==> src/rtl/way_hit_lru_if.sv <==
// Lookup/refill bus between the tag SRAM read port, the dcache controller and way_hit_lru.
// The controller side drives requests and refills; the LRU block returns the registered result.
interface way_hit_lru_if #(
  parameter int WAYS  = 2,
  parameter int TAG_W = 23,
  parameter int IDX_W = 4,
  parameter int AGE_W = (WAYS > 1) ? $clog2(WAYS) : 1
);
  logic                      req_valid_i;
  logic [IDX_W-1:0]          req_idx_i;
  logic [TAG_W-1:0]          req_tag_i;
  logic [WAYS*(TAG_W+2)-1:0] way_entry_i;
  logic                      fill_i;
  logic [IDX_W-1:0]          fill_idx_i;
  logic [AGE_W-1:0]          fill_way_i;
  logic                      resp_valid_o;
  logic                      hit_o;
  logic [WAYS-1:0]           hit_way_o;
  logic [AGE_W-1:0]          victim_way_o;
  logic                      victim_dirty_o;

  modport master (
    output req_valid_i, req_idx_i, req_tag_i, way_entry_i, fill_i, fill_idx_i, fill_way_i,
    input  resp_valid_o, hit_o, hit_way_o, victim_way_o, victim_dirty_o
  );

  modport slave (
    input  req_valid_i, req_idx_i, req_tag_i, way_entry_i, fill_i, fill_idx_i, fill_way_i,
    output resp_valid_o, hit_o, hit_way_o, victim_way_o, victim_dirty_o
  );
endinterface

==> src/rtl/way_hit_lru.sv <==
// N-way tag compare with registered hit result, plus per-set true-LRU ages that nominate
// a victim way (invalid ways first, then the oldest) for the refill path.
module way_hit_lru #(
  parameter int WAYS  = 2,
  parameter int SETS  = 16,
  parameter int TAG_W = 23,
  parameter int IDX_W = 4,
  parameter int AGE_W = (WAYS > 1) ? $clog2(WAYS) : 1
) (
  input  logic         clk_i,
  input  logic         rst_i,
  way_hit_lru_if.slave bus
);
  localparam int EW = TAG_W + 2;

  logic [WAYS-1:0]  way_valid;
  logic [WAYS-1:0]  way_dirty;
  logic [WAYS-1:0]  way_match;

  logic [AGE_W-1:0] age_q [SETS][WAYS];
  logic [AGE_W-1:0] age_d [SETS][WAYS];

  logic             hit;
  logic [WAYS-1:0]  hit_onehot;
  logic [AGE_W-1:0] hit_idx;
  logic [AGE_W-1:0] victim_idx;
  logic             victim_dirty;
  logic             fill_ok;
  logic             hit_touch;

  logic             resp_valid_q, resp_valid_d;
  logic             hit_q, hit_d;
  logic [WAYS-1:0]  hit_way_q, hit_way_d;
  logic [AGE_W-1:0] victim_way_q, victim_way_d;
  logic             victim_dirty_q, victim_dirty_d;

  genvar gi;
  generate
    for (gi = 0; gi < WAYS; gi++) begin : g_way
      assign way_valid[gi] = bus.way_entry_i[gi*EW + TAG_W + 1];
      assign way_dirty[gi] = bus.way_entry_i[gi*EW + TAG_W];
      assign way_match[gi] = way_valid[gi] && (bus.way_entry_i[gi*EW +: TAG_W] == bus.req_tag_i);
    end
  endgenerate

  // Descending scans so the lowest-index candidate is the last one to win.
  always_comb begin
    hit          = 1'b0;
    hit_onehot   = '0;
    hit_idx      = '0;
    victim_idx   = '0;
    victim_dirty = 1'b0;
    for (int w = WAYS - 1; w >= 0; w--) begin
      if (way_match[w]) begin
        hit           = 1'b1;
        hit_onehot    = '0;
        hit_onehot[w] = 1'b1;
        hit_idx       = AGE_W'(w);
      end
    end
    for (int w = WAYS - 1; w >= 0; w--) begin
      if (age_q[bus.req_idx_i][w] == AGE_W'(WAYS - 1)) begin
        victim_idx   = AGE_W'(w);
        victim_dirty = way_valid[w] & way_dirty[w];
      end
    end
    for (int w = WAYS - 1; w >= 0; w--) begin
      if (!way_valid[w]) begin
        victim_idx   = AGE_W'(w);
        victim_dirty = 1'b0;
      end
    end
  end

  // A fill into the set being hit takes priority; the hit touch is dropped.
  always_comb begin
    age_d     = age_q;
    fill_ok   = bus.fill_i && (32'(bus.fill_way_i) < WAYS);
    hit_touch = bus.req_valid_i && hit && !(fill_ok && (bus.fill_idx_i == bus.req_idx_i));
    if (hit_touch) begin
      for (int w = 0; w < WAYS; w++) begin
        if (AGE_W'(w) == hit_idx)
          age_d[bus.req_idx_i][w] = '0;
        else if (age_q[bus.req_idx_i][w] < age_q[bus.req_idx_i][hit_idx])
          age_d[bus.req_idx_i][w] = age_q[bus.req_idx_i][w] + 1'b1;
      end
    end
    if (fill_ok) begin
      for (int w = 0; w < WAYS; w++) begin
        if (AGE_W'(w) == bus.fill_way_i)
          age_d[bus.fill_idx_i][w] = '0;
        else if (age_q[bus.fill_idx_i][w] < age_q[bus.fill_idx_i][bus.fill_way_i])
          age_d[bus.fill_idx_i][w] = age_q[bus.fill_idx_i][w] + 1'b1;
      end
    end
  end

  always_comb begin
    resp_valid_d   = bus.req_valid_i;
    hit_d          = bus.req_valid_i & hit;
    hit_way_d      = bus.req_valid_i ? hit_onehot : '0;
    victim_way_d   = bus.req_valid_i ? victim_idx : '0;
    victim_dirty_d = bus.req_valid_i & victim_dirty;
  end

  always_ff @(posedge clk_i or negedge rst_i) begin
    if (!rst_i) begin
      for (int s = 0; s < SETS; s++)
        for (int w = 0; w < WAYS; w++)
          age_q[s][w] <= AGE_W'(w);
      resp_valid_q   <= 1'b0;
      hit_q          <= 1'b0;
      hit_way_q      <= '0;
      victim_way_q   <= '0;
      victim_dirty_q <= 1'b0;
    end else begin
      age_q          <= age_d;
      resp_valid_q   <= resp_valid_d;
      hit_q          <= hit_d;
      hit_way_q      <= hit_way_d;
      victim_way_q   <= victim_way_d;
      victim_dirty_q <= victim_dirty_d;
    end
  end

  assign bus.resp_valid_o   = resp_valid_q;
  assign bus.hit_o          = hit_q;
  assign bus.hit_way_o      = hit_way_q;
  assign bus.victim_way_o   = victim_way_q;
  assign bus.victim_dirty_o = victim_dirty_q;
endmodule

==> src/flat_wrapper.sv <==
// flat-port wrapper written by rule: the top's interface ports become plain ports
module way_hit_lru_flat 
#(
  parameter int WAYS  = 2,
  parameter int SETS  = 16,
  parameter int TAG_W = 23,
  parameter int IDX_W = 4,
  parameter int AGE_W = (WAYS > 1) ? $clog2(WAYS) : 1
)
  (clk_i, rst_i, bus_req_valid_i, bus_req_idx_i, bus_req_tag_i, bus_way_entry_i, bus_fill_i, bus_fill_idx_i, bus_fill_way_i, bus_resp_valid_o, bus_hit_o, bus_hit_way_o, bus_victim_way_o, bus_victim_dirty_o);
  way_hit_lru_if #(.WAYS(WAYS), .TAG_W(TAG_W), .IDX_W(IDX_W), .AGE_W(AGE_W)) bus_i ();
  input  logic clk_i;
  input  logic rst_i;
  input wire logic [$bits(bus_i.req_valid_i)-1:0] bus_req_valid_i;
  input wire logic [$bits(bus_i.req_idx_i)-1:0] bus_req_idx_i;
  input wire logic [$bits(bus_i.req_tag_i)-1:0] bus_req_tag_i;
  input wire logic [$bits(bus_i.way_entry_i)-1:0] bus_way_entry_i;
  input wire logic [$bits(bus_i.fill_i)-1:0] bus_fill_i;
  input wire logic [$bits(bus_i.fill_idx_i)-1:0] bus_fill_idx_i;
  input wire logic [$bits(bus_i.fill_way_i)-1:0] bus_fill_way_i;
  output wire logic [$bits(bus_i.resp_valid_o)-1:0] bus_resp_valid_o;
  output wire logic [$bits(bus_i.hit_o)-1:0] bus_hit_o;
  output wire logic [$bits(bus_i.hit_way_o)-1:0] bus_hit_way_o;
  output wire logic [$bits(bus_i.victim_way_o)-1:0] bus_victim_way_o;
  output wire logic [$bits(bus_i.victim_dirty_o)-1:0] bus_victim_dirty_o;
  assign bus_i.req_valid_i = bus_req_valid_i;
  assign bus_i.req_idx_i = bus_req_idx_i;
  assign bus_i.req_tag_i = bus_req_tag_i;
  assign bus_i.way_entry_i = bus_way_entry_i;
  assign bus_i.fill_i = bus_fill_i;
  assign bus_i.fill_idx_i = bus_fill_idx_i;
  assign bus_i.fill_way_i = bus_fill_way_i;
  assign bus_resp_valid_o = bus_i.resp_valid_o;
  assign bus_hit_o = bus_i.hit_o;
  assign bus_hit_way_o = bus_i.hit_way_o;
  assign bus_victim_way_o = bus_i.victim_way_o;
  assign bus_victim_dirty_o = bus_i.victim_dirty_o;
  way_hit_lru #(.WAYS(WAYS), .SETS(SETS), .TAG_W(TAG_W), .IDX_W(IDX_W), .AGE_W(AGE_W)) u_core (.clk_i(clk_i), .rst_i(rst_i), .bus(bus_i));
endmodule
==> config.mk <==
export PLATFORM = sky130hd
export DESIGN_NAME = way_hit_lru_flat
export DESIGN_NICKNAME = d
export VERILOG_FILES = /design/src/rtl/way_hit_lru_if.sv /design/src/rtl/way_hit_lru.sv /design/src/flat_wrapper.sv
export SDC_FILE = /design/constraint.sdc
export NUM_CORES = 1
export LEC_CHECK = 0
export ABC_CLOCK_PERIOD_IN_PS = 3200
export BUFFER_PORTS_ARGS = -buffer_cell sky130_fd_sc_hd__buf_4
export CORE_ASPECT_RATIO = 1.5
export CORE_MARGIN = 2
export CORE_UTILIZATION = 53
export DETAILED_ROUTE_END_ITERATION = 8
export PLACE_DENSITY = 0.81
export SLEW_MARGIN = 10
export SYNTH_ARGS = -nofsm -noshare
export SYNTH_HDL_FRONTEND = slang
export SYNTH_SLANG_ARGS = --single-unit
==> constraint.sdc <==
create_clock -name clk_i -period 3.2 [get_ports clk_i]
set_input_delay 0.32 -clock clk_i [delete_from_list [all_inputs] [get_ports clk_i]]
set_output_delay 0.32 -clock clk_i [all_outputs]
set_load 0.02 [all_outputs]
# Yosys cells after proc, flatten, opt, wreduce, memory -nomap -nowiden
# Cells that the tools add are included.
# word_totals
regBits	38
word_cells	129
# op_classes
add_sub_neg	4
n_lt_le_gt_ge	10
eq_ne	3
n_mux	51
n_bitwise	16
n_reduce_logical	8
# op_table
op	count
$mux 32	12
$and 32x32->32	4
$bwmux 32	4
$not 32->32	4
$eq 23x23->1	2
$demux 2 s4	4
$mux 1	20
$mux 2	9
$bmux 2 s4	2
$ge 5x5->1 const B	2
$lt 5x1->1 const B	2
$not 4->5	2
$logic_and 1x1->1	7
$add 1x1->1 const B	4
$and 1x1->1	4
$eq 4x4->1	1
$ge 2x2->1 const B	2
$lt 1x1->1	4
$not 1->2	2
$logic_not 1->1	1

# Depth between registers and ports, before layout
# Gate-level depths: netlist (run 1).
# depth
depth_word	24
depth_mapped	10
mapped_depth_nobuf	6

# Worst setup path before layout (run 1)
# No wires, ideal clock.
# synth_timing
kind	input port to flip-flop
startpoint	input port bus_req_idx_i[0]
endpoint	register u_core.age_q[22] in the netlist's numbering
setup_ps	98
arrival_time_ps	2345
t_required_ps	3102
path_slack_ps	757
cell_stages	9
path_buffers	3
cell_sequence	buf_2 buf_2 mux4_2 a22oi_1 nand2_1 nor4_4 buf_2 nand2_1 a221oi_1
# synth_lines
element	line_no	text
start: declaration	flat_wrapper.sv:15	input wire logic [$bits(bus_i.req_idx_i)-1:0] bus_req_idx_i;
end signal: indexed assignment	way_hit_lru.sv:110	age_q[s][w] <= AGE_W'(w);
end signal: assignment	way_hit_lru.sv:117	age_q <= age_d;
end: declaration	way_hit_lru.sv:20	logic [AGE_W-1:0] age_q [SETS][WAYS];

==> impl_metrics.toml, run 1 <==
[pwr]
leakagePower_nw = 1.686
vdd_drop_max_v = 0.0003319
cellPowerDensity_nw_per_um2 = 303.3
p_total_mw = 1.262

[synth]
synthArstFlopShare_pct = 100.0
yosys.area.top_type = "dfrtp_1"
yosys-mux-area-fraction_pct = 12.07
synth_nets = 454
syn-instance-count = 368
ys_seq_area_share_pct = 29.27
ys_types = 49
synth_top_cell_area_share_pct = 16.60
synth_compound_area_share_pct = 20.29
ys_warn_count = 0
synth-main-ff-cell = "dfrtp_1"
synthTopCellsByArea = "dfrtp_1 (17%), dfstp_2 (13%), mux4_2 (10%), xnor2_1 (7.1%), xor2_1 (5.8%)"
synthXorXnorAreaFrac_pct = 12.94
synth_top_family_by_area = "simple AND/OR/NAND/NOR gates"
synthAdderAreaFrac_pct = 0
synth_area_um2 = 3317
synth_edf_count = 0
synth_simple_gate_area_share_pct = 21.54
syn-mean-instance-area_um2 = 9.013
ys_seq_elements = 38

[global_route]
grt-ovfl-total = 0
antenna_found_initial = 0
grt_pass1_wl_um = 18160
grt_usage_pct = 35.97
grt_pass1_vias = 3634
grt_max_degree = 39

[sta]
period_share_pct = 77.70
setup_violations = 0
slew-limit-headroom_pct = 36.28
setup_tns_ns = 0
tightest_slew_ns = 0.9486
slew_violations = 0
fin_ws_ns = 0.7135
rsz0062_at_grt = "no"
fmax_mhz = 402.2
skew_ns = 0.007553
period_needed_ns = 2.486
hold_viol = 0

[detailed_routing]
detailedRoute.firstPassIterationCount = 7
vias = 3461
final_antenna_net_count = 0
post_drt_wl_per_cell_um = 21.75
drt_iter0_markers = 414
via_per_inst = 6.656
wirelength_um = 11310
drc_errors = 0

[final_layout]
final_common_cell = "buf_4"
nets = 531
final_cell_mix = "buf_4 (95), nor2_1 (43), xnor2_1 (27)"
antennaDiodeCount = 0
drive_gt1_share_pct = 32.06
syn_to_final_growth_pct = 25.46
design_area_um2 = 4161
num-fill-cells = 509

[flow_run]
maxCapViolCount = 0

[placed_design]
postPlaceCellArea_um2 = 4009
dpl.hpwl_um = 8781
place_congestion = 0.9931
dp_slack_ns = 0.5093
port_buffers = 91

[clocking]
clkLatencyLatePin_ns = 0.29
cts-buffers-inserted = 5
cts_sinks = 38
htreeDepth = 2
cts_root_buf = "clkbuf_8"
cts_buffer_depth = 2
postCtsSetupBuffers = 0
cts_tree = "yes"
clkTransAtPathRegs_ns = 0.08

[critical_path]
end_kind = "flip-flop"
crit_type = "reg2reg"
worstPathRequired_ns = 3.41
crit_path_top_delay_cell = "or3b_2"
crit_fanout = 4
worstPathCellList = "mux4_1 -> mux4_2 -> or3b_2 -> nor2_1 -> a211oi_1 -> a211oi_1"
cp_common_cell = "a211oi_1"
crit_arrival_ns = 2.69
cpPeakStageDelay_ns = 0.53
crit_path_start_kind = "flip-flop"

[floorplan]
core_area_um2 = 6087
die_x_um = 68.59
rows = 35
die_h_um = 100.9
die-area_um2 = 6920
start_util_pct = 54.49
num_io_pins = 92

[run_status]
status = "completed"

[min_path]
hp-class = "in2reg"
==> logic make-up (layout without fill, tap and decap cells) <==
group | Yosys count | after routing
muxes | 18 | 18
xor gates and xnor gates | 49 | 49
DFF | 38 | 38
AOI/OAI and AO/OA | 94 | 94
and+or+nand+nor | 139 | 139
buffers and inverters | 30 | 108
==> per-stage QoR <==
stage / hold WS, ns / util (%) / std cells
after CTS: 0.1816 / 68.37 / 520
after floorplan: 0.02441 / - / 368
after global placement: 0.3069 / 65.86 / 511
final: 0.1914 / 68.37 / 520
after detailed placement: 0.3180 / 65.86 / 511
after global routing: 0.1817 / 68.37 / 520
==> sequential cells by signal, indices dropped and copies added, names as in the netlist <==
signal	flops
u_core.bus.hit_way_o	2
u_core.bus.resp_valid_o	1
u_core.bus.hit_o	1
u_core.age_q	32
u_core.bus.victim_dirty_o	1
u_core.bus.victim_way_o	1
==> metal layers <==
metal  GRT usage [%]  share of wire [%]  vias to the layer above
li1                -                  -                     1532
met1           39.27                 32                     1597
met5               0                  0                        -
met3           7.486                 10                       69
met4           26.15                7.8                        0
met2           59.32                 50                      263
==> power breakdown <==
group / switching, mW / internal, mW
Combinational: 0.141 / 0.129
Clock: 0.177 / 0.333
Sequential: 0.000516 / 0.482
Total: 0.318 / 0.944
==> Yosys cell counts, types with 2 or more instances <==
library cell,n
nor2_1,43
xnor2_1,27
nand2_1,26
dfrtp_1,22
xor2_1,22
a21oi_1,21
a211oi_1,19
dfstp_2,16
mux4_2,15
clkbuf_1,12
nand4_1,10
a22o_1,8
nand2b_1,8
o22ai_1,8
a221oi_1,7
a22oi_1,7
and2_1,7
buf_2,7
nand3_1,7
nor3_1,7
buf_1,6
nor2b_1,6
nor4_1,6
o221ai_1,6
inv_1,4
nor3b_1,4
o211ai_1,4
or2_2,4
and3_1,3
a21o_1,2
a31o_2,2
a31oi_1,2
and4_1,2
mux4_1,2
o21ai_0,2
==> path summary, 6_finish.rpt <==
check	startpoint	endpoint	cells after the start	slack (ns)
worst max-delay path	u_core.age_q[12]$_DFF_PN1_	u_core.age_q[24]$_DFF_PN1_	6	0.71
worst max register to register	u_core.age_q[12]$_DFF_PN1_	u_core.age_q[24]$_DFF_PN1_	6	0.71
min in group asynchronous	rst_i	u_core.age_q[15]$_DFF_PN0_	2	0.53
max in group asynchronous	rst_i	u_core.age_q[18]$_DFF_PN1_	2	2.30
worst min register to register	u_core.age_q[0]$_DFF_PN1_	u_core.age_q[0]$_DFF_PN1_	2	0.57
worst min-delay path	bus_req_valid_i	u_core.bus.resp_valid_o$_DFF_PN0_	1	0.19
==> critical path, delay by kind of cell, from the launching register on <==
kind	cells	cell delay [ns]
simple gates	2	0.71
flops	1	0.39
compound gates	2	0.29
mux	2	1.02
==> timing repair <==
item                       in CTS  in global routing
hold buffers                    1                  0
resized for setup               0                  0
setup endpoints to repair       0                  0
hold endpoints to repair       21                  0
==> area by class of cell <==
cell class / count / area, µm² / share of cell area (%)
clock buffers: 6 / 82.58 / 1.984
clock inverters: 2 / 60.06 / 1.443
flip-flops and latches: 38 / 970.9 / 23.33
well taps: 74 / 92.59 / 2.225
repair buffers: 96 / 723.2 / 17.38
multi-input cells: 300 / 2217 / 53.28
inverters: 4 / 15.01 / 0.3608
Power figures use the tool's default switching activity.
==> run 2: changes to the inputs <==
--- a/config.mk
+++ b/config.mk
@@ -5,13 +5,13 @@
 export SDC_FILE = /design/constraint.sdc
 export NUM_CORES = 1
 export LEC_CHECK = 0
-export ABC_CLOCK_PERIOD_IN_PS = 3200
+export ABC_CLOCK_PERIOD_IN_PS = 2150
 export BUFFER_PORTS_ARGS = -buffer_cell sky130_fd_sc_hd__buf_4
 export CORE_ASPECT_RATIO = 1.5
 export CORE_MARGIN = 2
-export CORE_UTILIZATION = 53
+export CORE_UTILIZATION = 48
 export DETAILED_ROUTE_END_ITERATION = 8
-export PLACE_DENSITY = 0.81
+export PLACE_DENSITY = 0.77
 export SLEW_MARGIN = 10
 export SYNTH_ARGS = -nofsm -noshare
 export SYNTH_HDL_FRONTEND = slang
==> constraint.sdc (replaced) <==
create_clock -name clk_i -period 2.15 [get_ports clk_i]
set_input_delay 0.215 -clock clk_i [delete_from_list [all_inputs] [get_ports clk_i]]
set_output_delay 0.215 -clock clk_i [all_outputs]
set_load 0.02 [all_outputs]
==> run 2 against run 1 <==
  * The run now ends with negative setup slack left
  * Combinational power is 59% higher
  * Sequential power is 49% higher
  * Maximum frequency is 5.1% higher
  * Sequential share of layout area is 2.7 points lower
  * Hold slack worse by 0.10 ns
  * Largest cell class unchanged
  * Highest routed layer unchanged
==> impl_metrics.toml, run 2 (synthesis gave the netlist of run 1 again) <==
[min_path]
holdPathEnd = "u_core.bus.resp_valid_o$_DFF_PN0_"
hp-class = "in2reg"
whs_path_depth = 1
min_from = "bus_req_valid_i"

[critical_path]
reg2reg_slack_ns = -0.22
crit_path_top_delay_cell = "mux4_2"
cpPeakStageDelay_ns = 0.51
ff2ff_path_depth = 7
worstPathCellList = "mux4_2 -> mux4_2 -> or4_4 -> buf_4 -> nor2_4 -> a211oi_2 -> a211oi_2"
crit_path_start_kind = "flip-flop"
reg2reg_to = "u_core.age_q[12]$_DFF_PN1_"
end_kind = "flip-flop"
crit_arrival_ns = 2.59
path_delay_family = "multiplexers"
path_buf_inv = 1
worstPathRequired_ns = 2.37
crit_fanout = 4
worstReg2RegStart = "u_core.age_q[0]$_DFF_PN1_"
crit_type = "reg2reg"

[detailed_routing]
wirelength_um = 12400
final_antenna_net_count = 0
drt_iter0_markers = 422
via_per_inst = 6.537
post_drt_wl_per_cell_um = 21.49
vias = 3772
detailedRoute.firstPassIterationCount = 5
drc_errors = 0

[final_layout]
nets = 585
final_common_cell = "buf_4"
antennaDiodeCount = 0
num-fill-cells = 525
syn_to_final_growth_pct = 41.98
drive_gt1_share_pct = 45.49
regArea_um2 = 970.9
largest_reg_flops = 32
design_area_um2 = 4710
final_cell_mix = "buf_4 (143), nor2_1 (39), xnor2_1 (27)"
largest-register = "u_core.age_q"
multiInputGateArea_um2 = 2374

[sta]
slew_violations = 0
period_share_pct = 110.0
period_needed_ns = 2.366
fin_ws_ns = -0.2156
skew_ns = 0.007364
slew-limit-headroom_pct = 49.32
tightest_slew_ns = 0.7533
setup_violations = 17
hold_viol = 0
rsz0062_at_grt = "yes"
fmax_mhz = 422.7

[floorplan]
die_x_um = 71.88
start_util_pct = 49.07
core_area_um2 = 6759
rows = 37
die_h_um = 105.8
num_io_pins = 92
die-area_um2 = 7605

[clocking]
cts_buffer_depth = 2
htreeDepth = 2
cts_tree = "yes"
cts_sinks = 38
clkTransAtPathRegs_ns = 0.07
clkLatencyLatePin_ns = 0.31
cts_root_buf = "clkbuf_8"
cts-buffers-inserted = 5

[placed_design]
postPlaceCellArea_um2 = 4340
dpl.hpwl_um = 9061
port_buffers = 91
place_congestion = 0.9617

[pwr]
vdd_drop_max_v = 0.0002067
cellPowerDensity_nw_per_um2 = 351.8
leakagePower_nw = 1.987
p_total_mw = 1.657

[run_status]
status = "complete, but fails checks"
violations = "negative setup slack"

[global_route]
grt_pass1_vias = 3634
grt-ovfl-total = 0
antenna_found_initial = 0
grt_max_degree = 39
grt_pass1_wl_um = 17990
grt_usage_pct = 31.32

[flow_run]
maxCapViolCount = 0
## run 2: cell count changes in the layout (fill, tap and decap cells not counted), moves of 7 or more
cell      delta
buf_4       +48
a211oi_1     -7
a211oi_2     +7
a221oi_1     -7
a221oi_2     +7
## run 2: report_power, final
| group | switching (mW) | internal [mW] |
|---|---|---|
| clock network | 0.255 | 0.254 |
| logic | 0.219 | 0.211 |
| registers | 0.000481 | 0.718 |
| total | 0.474 | 1.18 |
## run 2: worst max-delay path by stage
| stage | startpoint | endpoint | slack [ns] | cells past startpoint |
|---|---|---|---|---|
| 2_1_floorplan | u_core.age_q[0]$_DFF_PN1_ | u_core.age_q[14]$_DFF_PN1_ | -0.02 | 6 |
| 4_1_cts | u_core.age_q[0]$_DFF_PN1_ | u_core.age_q[14]$_DFF_PN1_ | -0.12 | 6 |
| 5_1_grt | u_core.age_q[16]$_DFF_PN1_ | u_core.age_q[30]$_DFF_PN1_ | -0.28 | 6 |
| 3_5_place_dp | bus_fill_idx_i[0] | u_core.age_q[14]$_DFF_PN1_ | -0.19 | 7 |
| 6_report | u_core.age_q[0]$_DFF_PN1_ | u_core.age_q[12]$_DFF_PN1_ | -0.22 | 7 |
| 3_3_place_gp | bus_fill_idx_i[0] | u_core.age_q[8]$_DFF_PN1_ | -0.15 | 7 |
## run 2: metal layers
metal / routed length [µm] / GRT usage (%)
met1: 4006 / 32.85
met5: 0 / 0
met4: 901 / 21.02
met2: 6382 / 55.82
met3: 1111 / 4.876
## run 2: layout make-up
type                            count  area share, %
Clock buffer                        7          1.833
Inverter                            4         0.3188
Multi-Input combinational cell    301          50.40
Sequential cell                    38          20.62
Tap cell                           78          2.072
Timing Repair Buffer              149          24.76
## run 2: metrics by stage
stage | TNS [ns] | hold WS (ns) | util [%] | setup WS, ns | cells
after CTS | -0.7682 | 0.08362 | 66.27 | -0.1189 | 568
after detailed placement | -3.243 | 0.2060 | 64.22 | -0.1914 | 555
after floorplan | -0.06082 | -0.08059 | - | -0.02038 | 368
after global placement | -2.381 | 0.2059 | 64.22 | -0.1505 | 555
final | -1.737 | 0.08806 | 69.68 | -0.2156 | 577
after global routing | -2.873 | 0.09089 | 69.68 | -0.2794 | 577
## run 2: what timing repair did
action	in CTS	in global routing
endpoints found under the setup margin	16	16
pin swaps	3	16
gates resized for setup	3	34
hold buffers	1	0
gates cloned	0	1
hold endpoints to repair	22	0
buffers inserted	5	8
## run 2: worst reg2reg max path, cell delays in order (launching register included)
cell and delay (ns):
dfstp_2 0.38, mux4_2 0.47, mux4_2 0.51, or4_4 0.45, buf_4 0.16, nor2_4 0.08, a211oi_2 0.06, a211oi_2 0.17
